## config.mk

```make
export PLATFORM = sky130hd
export DESIGN_NAME = mult_arbiter
export DESIGN_NICKNAME = d
export VERILOG_FILES = /design/src/rtl/mult_arbiter.sv
export SDC_FILE = /design/constraint.sdc
export NUM_CORES = 1
export LEC_CHECK = 0
export CAP_MARGIN = 10
export CORE_ASPECT_RATIO = 0.9
export CORE_MARGIN = 2
export CORE_UTILIZATION = 50
export CTS_CLUSTER_DIAMETER = 150
export DETAILED_ROUTE_END_ITERATION = 8
export PLACE_DENSITY = 0.73
export SLEW_MARGIN = 10
export SYNTH_ARGS = -nofsm -noshare
export SYNTH_HDL_FRONTEND = slang
export SYNTH_SLANG_ARGS = --single-unit
```

## constraint.sdc

```tcl
create_clock -name clk -period 4.5 [get_ports clk]
set_input_delay 0.675 -clock clk [delete_from_list [all_inputs] [get_ports clk]]
set_output_delay 0.675 -clock clk [all_outputs]
set_load 0.01 [all_outputs]
```

## src/rtl/mult_arbiter.sv

```systemverilog
// Two-port round-robin front end for one shift-add multiplier (one bit per clock).
// Define MULT_SAT_EN to saturate product to all ones on overflow instead of wrapping.
module mult_arbiter #(
  parameter int unsigned WIDTH = 32
) (
  input  logic             clk,
  input  logic             rst,
  input  logic             req0,
  input  logic             req1,
  input  logic [WIDTH-1:0] a0,
  input  logic [WIDTH-1:0] b0,
  input  logic [WIDTH-1:0] a1,
  input  logic [WIDTH-1:0] b1,
  output logic             gnt0,
  output logic             gnt1,
  output logic             done0,
  output logic             done1,
  output logic [WIDTH-1:0] product,
  output logic             ovf,
  output logic             busy
);

  localparam int unsigned CntW = (WIDTH > 1) ? $clog2(WIDTH) : 1;
  localparam logic [CntW-1:0] CntMax = CntW'(WIDTH - 1);

  typedef enum logic [1:0] {StIdle, StRun, StDone} state_e;

  state_e               state_q;
  logic                 last_q;
  logic                 owner_q;
  logic [2*WIDTH-1:0]   mcand_q;
  logic [WIDTH-1:0]     mult_q;
  logic [2*WIDTH-1:0]   acc_q;
  logic [CntW-1:0]      cnt_q;

  logic                 win1;
  logic [2*WIDTH-1:0]   acc_sum;
  logic                 res_ovf;
  logic [WIDTH-1:0]     res;

  // On a tie the requester not served last wins.
  always_comb begin
    win1    = req1 & (~req0 | ~last_q);
    acc_sum = acc_q + (mult_q[0] ? mcand_q : '0);
    res_ovf = |acc_sum[2*WIDTH-1:WIDTH];
`ifdef MULT_SAT_EN
    res     = res_ovf ? '1 : acc_sum[WIDTH-1:0];
`else
    res     = acc_sum[WIDTH-1:0];
`endif
  end

  always_ff @(posedge clk or negedge rst) begin
    if (!rst) begin
      state_q <= StIdle;
      last_q  <= 1'b1;
      owner_q <= 1'b0;
      mcand_q <= '0;
      mult_q  <= '0;
      acc_q   <= '0;
      cnt_q   <= '0;
      gnt0    <= 1'b0;
      gnt1    <= 1'b0;
      done0   <= 1'b0;
      done1   <= 1'b0;
      product <= '0;
      ovf     <= 1'b0;
      busy    <= 1'b0;
    end else begin
      gnt0  <= 1'b0;
      gnt1  <= 1'b0;
      done0 <= 1'b0;
      done1 <= 1'b0;
      case (state_q)
        StIdle: begin
          if (req0 | req1) begin
            owner_q <= win1;
            last_q  <= win1;
            mcand_q <= {{WIDTH{1'b0}}, (win1 ? a1 : a0)};
            mult_q  <= win1 ? b1 : b0;
            acc_q   <= '0;
            cnt_q   <= '0;
            gnt0    <= ~win1;
            gnt1    <= win1;
            busy    <= 1'b1;
            state_q <= StRun;
          end
        end
        StRun: begin
          acc_q   <= acc_sum;
          mcand_q <= mcand_q << 1;
          mult_q  <= mult_q >> 1;
          cnt_q   <= cnt_q + CntW'(1);
          // Result registers take the sum including this last iteration's add.
          if (cnt_q == CntMax) begin
            product <= res;
            ovf     <= res_ovf;
            done0   <= ~owner_q;
            done1   <= owner_q;
            state_q <= StDone;
          end
        end
        StDone: begin
          busy    <= 1'b0;
          state_q <= StIdle;
        end
        default: state_q <= StIdle;
      endcase
    end
  end

endmodule

```

---- Word-level counts from Yosys, hierarchy flattened ----
Cells that the tools add are included.
storage, ports and cells
  logic and storage cells ................. 61
  bits of input ports ..................... 132
  output and inout bits ................... 38
  register bits ........................... 207
operators by class
  reduce and logical (&&, ||, !) cells .... 9
  muxes and demuxes ....................... 24
  bitwise gates (word level) .............. 7
  $add $sub $neg .......................... 2
  eq/ne operators ......................... 5
operators by type and width
  operator               number
  $pmux W64 S2           2
  $mux W64               3
  $mux W32               3
  $add A64 B64 Y64       1
  $pmux W32 S2           1
  $reduce_or A32 Y1      1
  $pmux W5 S2            1
  $reduce_and A2 Y1      5
  $mux W1                9
  $add A5 B1 Y5 const B  1
  $eq A5 B5 Y1 const B   1
  $mux W5                1
  $mux W2                2
  $ne A2 B2 Y1 const B   2
  $not A1 Y1             4
  $pmux W2 S2            1
  $reduce_bool A2 Y1     2
  $eq A2 B1 Y1 const B   1
  $eq A2 B2 Y1 const B   1
  $logic_not A2 Y1       1
  $or A1 B1 Y1           2
  $pmux W1 S2            1
  $and A1 B1 Y1          1

---- Logic depth before layout (Yosys ltp) ----
Gate-level depths: netlist (run 1).
  depth after elaboration ................. 6
  depth in mapped cells ................... 16
  mapped depth without buffers ............ 15

---- Worst setup path after synthesis (run 1) ----
Ideal clock, no wire load.
  path kind ............................... flip-flop to flip-flop
  start ................................... register mult_q[0]
  end ..................................... register ovf
  cell stages (with the launch flop) ...... 16
  clock period less this slack ............ 3597 ps
  data arrival time ....................... 3445 ps
  required time ........................... 4348 ps
  slack ................................... 903 ps
  cell sequence ........................... dfrtp_1 -> clkbuf_1 -> clkbuf_1 -> and2_1 -> ha_1 -> buf_2 -> nand4_1 -> or4_1 -> a211o_1 -> a31oi_4 -> nor2_2 -> o211a_1 -> a311o_1 -> nand4bb_1 -> nor4_1 -> a31oi_1
on the way
  word-level cells in the longest chain between the ends .. 3
ends and longest elaborated chain
  what                    line  source
  from (decl)             32    logic [WIDTH-1:0] mult_q;
  from (signal assigned)  80    mult_q <= win1 ? b1 : b0;
  from (signal assigned)  92    mult_q <= mult_q >> 1;
  $mux W64                44    acc_sum = acc_q + (mult_q[0] ? mcand_q : '0);
  $add A64 B64 Y64        44
  $reduce_or A32 Y1       45    res_ovf = |acc_sum[2*WIDTH-1:WIDTH];
  to (signal assigned)    97    ovf <= res_ovf;
  to (decl)               19    output logic ovf,
No other way between the ends.
A chain may end at the register's enable or synchronous reset.

---- Final worst setup path (run 1) ----
Same ends and word-level chain as after synthesis.

==> out/metrics.cfg, run 1 <==
[critical_path]
worstReg2RegEnd = ovf
cp_max_fo = 65
path_class = reg2reg
ff2ff_path_depth = 16
arrival_ps = 4510
timing.rr.start = mult_q[0]
critical_path.endpoint_type = flip-flop
crit_path_end = ovf
cp.required_ps = 4890
rrSetupSlack_ps = 390
crit_path_start_kind = flip-flop
worstSetupStartpoint = mult_q[0]

[logic_synthesis]
netlist.area_leader.share_pct = 40.0
synthCells = 1480
synth_area_um2 = 12900
synth-edff-count = 0
synth_area_leaders = dfrtp_1 (40%), o21ai_0 (9.0%), ha_1 (6.3%)
synth_cell_types = 72
ys_warn_count = 0
netlist.top_cell.by_area = dfrtp_1
synth_nets = 1678
ys_seq_elements = 207
yosysMostFrequentCell = o21ai_0
synth_async_sr_flop_share_pct = 100
synth.avg_cell_area_um2 = 8.71
synth_common_cells = o21ai_0 (232), dfrtp_1 (206), nand2_1 (180)
ys.flop_type = dfrtp_1
synth_seq_area_share_pct = 40.2

[cts]
cts_inserted_buffers = 23
clock_path_buffers = 3
ctsHoldBuffers = 0
insertion_delay_ps = 540
tritoncts = built
clock-sinks = 207
cts_setup_buffers = 0
cts_max_level = 1
cts.repair.resized = 0
cts-root-buf = clkbuf_16
clk_pin_slew_ps = 60

[route]
drt-wirelength-per-cell_um = 17.8
drt_iter0_markers = 1045
drt_pass1_iterations = 5
wl_um = 34500
viasPerCell = 5.95
vias = 11600
drcViolationCount = 0
ant_nets = 0

[sta]
hold_viol = 0
setup_total_negative_slack_ps = 0
setup_viol = 0
rsz0062_at_grt = no
period_share_pct = 91.4
skew_ps = 16.3
slew_viol_final = 0
min_period_ps = 4110
timing.final.ws_setup_ps = 385
relSlewSlack_pct = 44.6
tightestPinTransition_ps = 831
max_freq_mhz = 243

[cells_and_area]
syn_to_final_growth_pct = 20.7
diodes = 0
fin_util_pct = 61.6
instances_no_fill = 1943
fill_cells = 2216
drive_gt1_share_pct = 4.56
nets = 1787

[power]
finalPower_w = 0.0121
switching_share_pct = 46.2
powerDensity_nw_per_um2 = 779
p_comb_share_pct = 57.0
pwr-share-seq_pct = 27.9
ir_drop_uv = 320
clkPwrFrac_pct = 15.1
intPower_w = 0.00653
p_switching_w = 0.00560
p_leak_nw = 6.67

[global_routing]
grt_pass1_vias = 11100
grt_first_pass_wirelength_um = 57500
grt_max_degree = 89
antenna_found_initial = 0
gr-total-overflow = 0
grt_usage_pct = 25.7

[min_path]
worst_hold_path_type = in2async

[die]
initial_core_util_pct = 51.1
die_h_um = 156
die_w_um = 173
io_pins = 170
dieArea_um2 = 27100
rows = 55
core_area_um2 = 25300

[placed_design]
dp_hpwl_um = 25300
pre_cts_slack_ps = 409
dp.cells = 1906
numPortBuffers = 169
place.gp.congestion = 0.946

[flow_run]
drv_cap = 0

[run_status]
status = complete, no violations

==> how the worst min path moves through the flow <==
stage,startpoint,end,slack [ps]
after CTS,rst,product[9],210
after detailed placement,owner_q,done0,450
after global routing,rst,product[9],250
after global placement,owner_q,done0,440
after floorplan,rst,acc_q[0],380
final,rst,mcand_q[13],180
==> per-stage QoR <==
step	instance area (um^2)	hold slack, ps
finish	15600	176
global route	15600	246
floorplan	12900	379
global placement	14800	444
CTS	15600	214
detailed placement	14800	448
==> registers in the layout (all words and copies together) (netlist names) <==
signal,cells
acc_q,64
busy,1
cnt_q,5
done0,1
done1,1
gnt0,1
gnt1,1
last_q,1
mcand_q,64
mult_q,32
ovf,1
owner_q,1
product,32
state_q,2
==> power groups by stage <==
stage / Sequential, W / Clock (W) / Combinational [W]
after global placement: 0.00336 / 0 / 0.00667
final: 0.00338 / 0.00183 / 0.00691
after CTS: 0.00337 / 0.00186 / 0.00683
after detailed placement: 0.00339 / 0 / 0.00680
after floorplan: 0.00324 / 0 / 0.00488
after global routing: 0.00349 / 0.00194 / 0.00770
==> placed cells by master, fill, tap and decap left out, drive strengths merged, types with 5 or more instances in the layout <==
cell type	Yosys	routed
nand2	181	181
a21oi	78	78
xnor2	28	28
nand4	27	27
o211ai	11	11
nor2	53	53
clkbuf	82	31
a22oi	64	64
clkdlybuf4s50	0	168
o31ai	6	6
ha	65	65
dfrtp	206	206
nand3	76	76
o21bai	7	7
nor3	21	21
and2	64	64
o21a	10	10
and3	6	6
nor4	5	5
or3	7	7
a21boi	6	6
buf	16	13
a31oi	7	7
nor2b	5	5
a211oi	10	10
mux2i	65	65
o21ai	243	243
nand2b	5	5
a21o	27	27
inv	21	22
xor2	25	25
==> final cells by class <==
type	count	area [um^2]	share of cell area, %
well taps	342	428	2.75
clock inverters	7	77.6	0.498
multi-input cells	1154	7310	46.9
clock buffers	30	652	4.19
flip-flops and latches	207	5180	33.3
repair buffers	182	1840	11.8
inverters	21	78.8	0.506
==> cell families after synthesis <==
| family | Yosys count | synth area share (%) |
|---|---|---|
| flops | 207 | 40.2 |
| xor+xnor | 53 | 3.60 |
| mux | 66 | 5.13 |
| buf+inv | 119 | 3.52 |
| simple gates | 464 | 17.4 |
| fa+ha+maj | 66 | 6.46 |
| compound gates | 505 | 23.7 |
==> critical path, stage by stage (launching register included) <==
cell	delay, ps
dfrtp_1	380
buf_12	250
and2_1	180
ha_1	180
inv_1	60
fa_1	400
nand2b_1	180
a21oi_1	220
o211ai_1	130
nand3_1	230
a31oi_1	260
o41ai_1	460
xor2_1	170
a211oi_1	230
nand4_1	200
nor4_1	310
a31oi_1	120
==> routing by layer <==
| layer | track usage (%) | up-vias | wire [um] |
|---|---|---|---|
| met4 | 5.00 | 0 | 560 |
| met2 | 38.2 | 398 | 14400 |
| met3 | 4.20 | 35 | 2570 |
| met5 | 0 | - | 0 |
| met1 | 39.4 | 5518 | 17000 |
| li1 | - | 5609 | - |
Note: power is estimated with default switching activity, not from simulation.
==> inputs of run 2 (changes only) <==
==> constraint.sdc (replaced) <==
create_clock -name clk -period 4.1 [get_ports clk]
set_input_delay 0.615 -clock clk [delete_from_list [all_inputs] [get_ports clk]]
set_output_delay 0.615 -clock clk [all_outputs]
set_load 0.005 [all_outputs]
==> run 2 against run 1 <==
- wire length increased by 3.5%
- setup slack worse by 190 ps
- critical path depth is 3 lower
- sequential power rose by 10%
- sequential cell count unchanged
- clock skew is 5.1 ps lower
- global-route usage up 0.57 points
- critical path type unchanged
- largest power group unchanged
- highest routed layer unchanged
==> out/metrics.cfg, run 2 (synthesis results as in run 1) <==
[sta]
setup_viol = 0  ; unchanged
rsz0062_at_grt = no
fin_hold_ws_ps = 154  ; -21.6 ps
relSlewSlack_pct = 32.5  ; -12 points
setup_total_negative_slack_ps = 0  ; unchanged
slew_viol_final = 0  ; unchanged
min_period_ps = 3910  ; -209 ps
max_freq_mhz = 256  ; +5.4%
hold_viol = 0  ; unchanged
period_share_pct = 95.3  ; +3.8 points
tightestPinTransition_ps = 1010  ; +181 ps
skew_ps = 11.3  ; -5.08 ps

[cells_and_area]
reg.largest.list = acc_q (64), mcand_q (64)
nets = 1814  ; +1.5%
diodes = 0  ; unchanged
fin_util_pct = 63.6  ; +2.0 points
finalInstanceArea_um2 = 16100  ; +3.2%
final_cell_mix = o21ai_0 (231), dfrtp_1 (205), nand2_1 (178), clkdlybuf4s50_1 (168), nand3_1 (76)
fill_cells = 2123  ; -4.2%
syn_to_final_growth_pct = 24.6
final_common_cell = o21ai_0
drive_gt1_share_pct = 7.78  ; +3.2 points

[die]
initial_core_util_pct = 51.1  ; unchanged
rows = 55  ; unchanged
die_w_um = 173  ; unchanged
io_pins = 170  ; unchanged
core_area_um2 = 25300  ; unchanged
die_h_um = 156  ; unchanged
dieArea_um2 = 27100  ; unchanged

[route]
vias = 11700  ; +1.5%
drt_iter0_markers = 928  ; -11%
viasPerCell = 5.94  ; -0.17%
drt_pass1_iterations = 6  ; +1
wl_um = 35700  ; +3.5%
ant_nets = 0  ; unchanged
drcViolationCount = 0  ; unchanged
drt-wirelength-per-cell_um = 18.1  ; +1.8%

[power]
clkPwrFrac_pct = 17.3  ; +2.2 points
p_comb_share_pct = 56.3  ; -0.7 points
p_switching_w = 0.00631  ; +13%
powerDensity_nw_per_um2 = 877  ; +13%
pwr-share-seq_pct = 26.4  ; -1.5 points
switching_share_pct = 44.8  ; -1.3 points
p_leak_nw = 6.88  ; +3.2%
intPower_w = 0.00777  ; +19%
ir_drop_uv = 379  ; +18%

[placed_design]
dp_hpwl_um = 26200  ; +3.6%
numPortBuffers = 169  ; unchanged
dpl_cell_area_um2 = 15000  ; +1.2%
place.gp.congestion = 0.980  ; +3.6%

[cts]
ctsHoldBuffers = 0  ; unchanged
tritoncts = built
clock-sinks = 207  ; unchanged
clk_pin_slew_ps = 60  ; about the same
cts-root-buf = clkbuf_16
clock_path_buffers = 3  ; unchanged
cts_inserted_buffers = 24  ; +4.3%
cts_max_level = 1  ; unchanged
insertion_delay_ps = 540  ; about the same

[critical_path]
crit_path_start_kind = flip-flop
cp_max_fo = 30  ; -54%
critical_path.endpoint_type = flip-flop
path_class = reg2reg
arrival_ps = 4320  ; -190 ps
cp.required_ps = 4510  ; -380 ps

[global_routing]
antenna_found_initial = 0  ; unchanged
gr-total-overflow = 0  ; unchanged
grt_first_pass_wirelength_um = 58500  ; +1.7%
grt_usage_pct = 26.2  ; +0.57 points
grt_max_degree = 112  ; +26%
grt_pass1_vias = 11200  ; +0.96%

[run_status]
status = complete, no violations

[flow_run]
drv_cap = 0  ; unchanged

[min_path]
worst_hold_path_type = in2async

[run 2: changes by cell type in the layout (fill, tap and decap cells not counted), moves of 2 or more]
cell	previous run	this run
a21oi_2	0	4
nor4_1	4	2
nor3_2	1	3
ha_1	65	59
nor3_1	20	18
ha_2	0	6
nor4_2	1	3
bufinv_16	1	6
a41oi_1	2	0
a21oi_1	78	74
clkinv_2	4	2
buf_4	9	35
a41oi_2	0	2
[run 2: final timing paths]
kind,slack [ps],cells after the start,end,start
max,190,13,ovf,mult_q[0]
min,150,1,mcand_q[11],rst
max reg2reg,190,13,ovf,mult_q[0]
min reg2reg,480,2,product[28],product[28]
max in group asynchronous,2970,2,mcand_q[32],rst
min in group clk,480,2,product[28],product[28]
[run 2: power by group through the flow]
| stage | Combinational, W | Sequential (W) | Clock, W |
|---|---|---|---|
| 3_5_place_dp | 0.00764 | 0.00372 | 0 |
| 4_1_cts | 0.00769 | 0.00371 | 0.00247 |
| 5_1_grt | 0.00879 | 0.00383 | 0.00254 |
| 2_1_floorplan | 0.00536 | 0.00351 | 0 |
| 3_3_place_gp | 0.00751 | 0.00370 | 0 |
| 6_report | 0.00794 | 0.00372 | 0.00243 |
[run 2: final cells by class]
cell class / instances / area [um^2] / area share, %
timing repair buffer: 208 / 2040 / 12.7
sequential: 207 / 5180 / 32.3
tap: 342 / 428 / 2.66
clock buffer: 31 / 677 / 4.21
inverter: 21 / 78.8 / 0.491
multi-input combinational: 1154 / 7420 / 46.2
clock inverter: 12 / 244 / 1.52
[run 2: metal layers]
layer  up-vias  track usage (%)  routed length [um]
met5         -                0                   0
met4         0             4.00                 448
met3        36             4.08                2660
met2       469             40.4               15300
met1      5583             39.8               17400
li1       5642                -                   -
[run 2: repair_timing]
item / 4_1_cts / 5_1_grt
setup buffers: 0 / 2
gates resized for setup: 0 / 24
setup endpoints to repair: 0 / 2
[run 2: metrics by stage]
stage	total power [W]	cells	setup slack [ps]
2_1_floorplan	0.00887	1480	503
3_3_place_gp	0.0112	1930	116
3_5_place_dp	0.0114	1930	97.7
4_1_cts	0.0139	1973	58.7
5_1_grt	0.0152	1975	32.4
6_report	0.0141	1975	194
[run 2: critical path: stages (launching register included)]
cell and delay (ps):
dfrtp_2 460, buf_12 180, and2_1 150, ha_2 400, nand4_1 150, or4_1 580, a211o_4 370, a31oi_4 240
nor2_2 60, o211a_1 220, a311o_1 280, nand4bb_1 230, nor4_2 320, a31oi_1 120
==> inputs of run 3 (changes only) <==
SLEW_MARGIN = not set   (was 10)
==> results of run 3 <==
Final layout, timing and power as in run 2 (identical DEF).
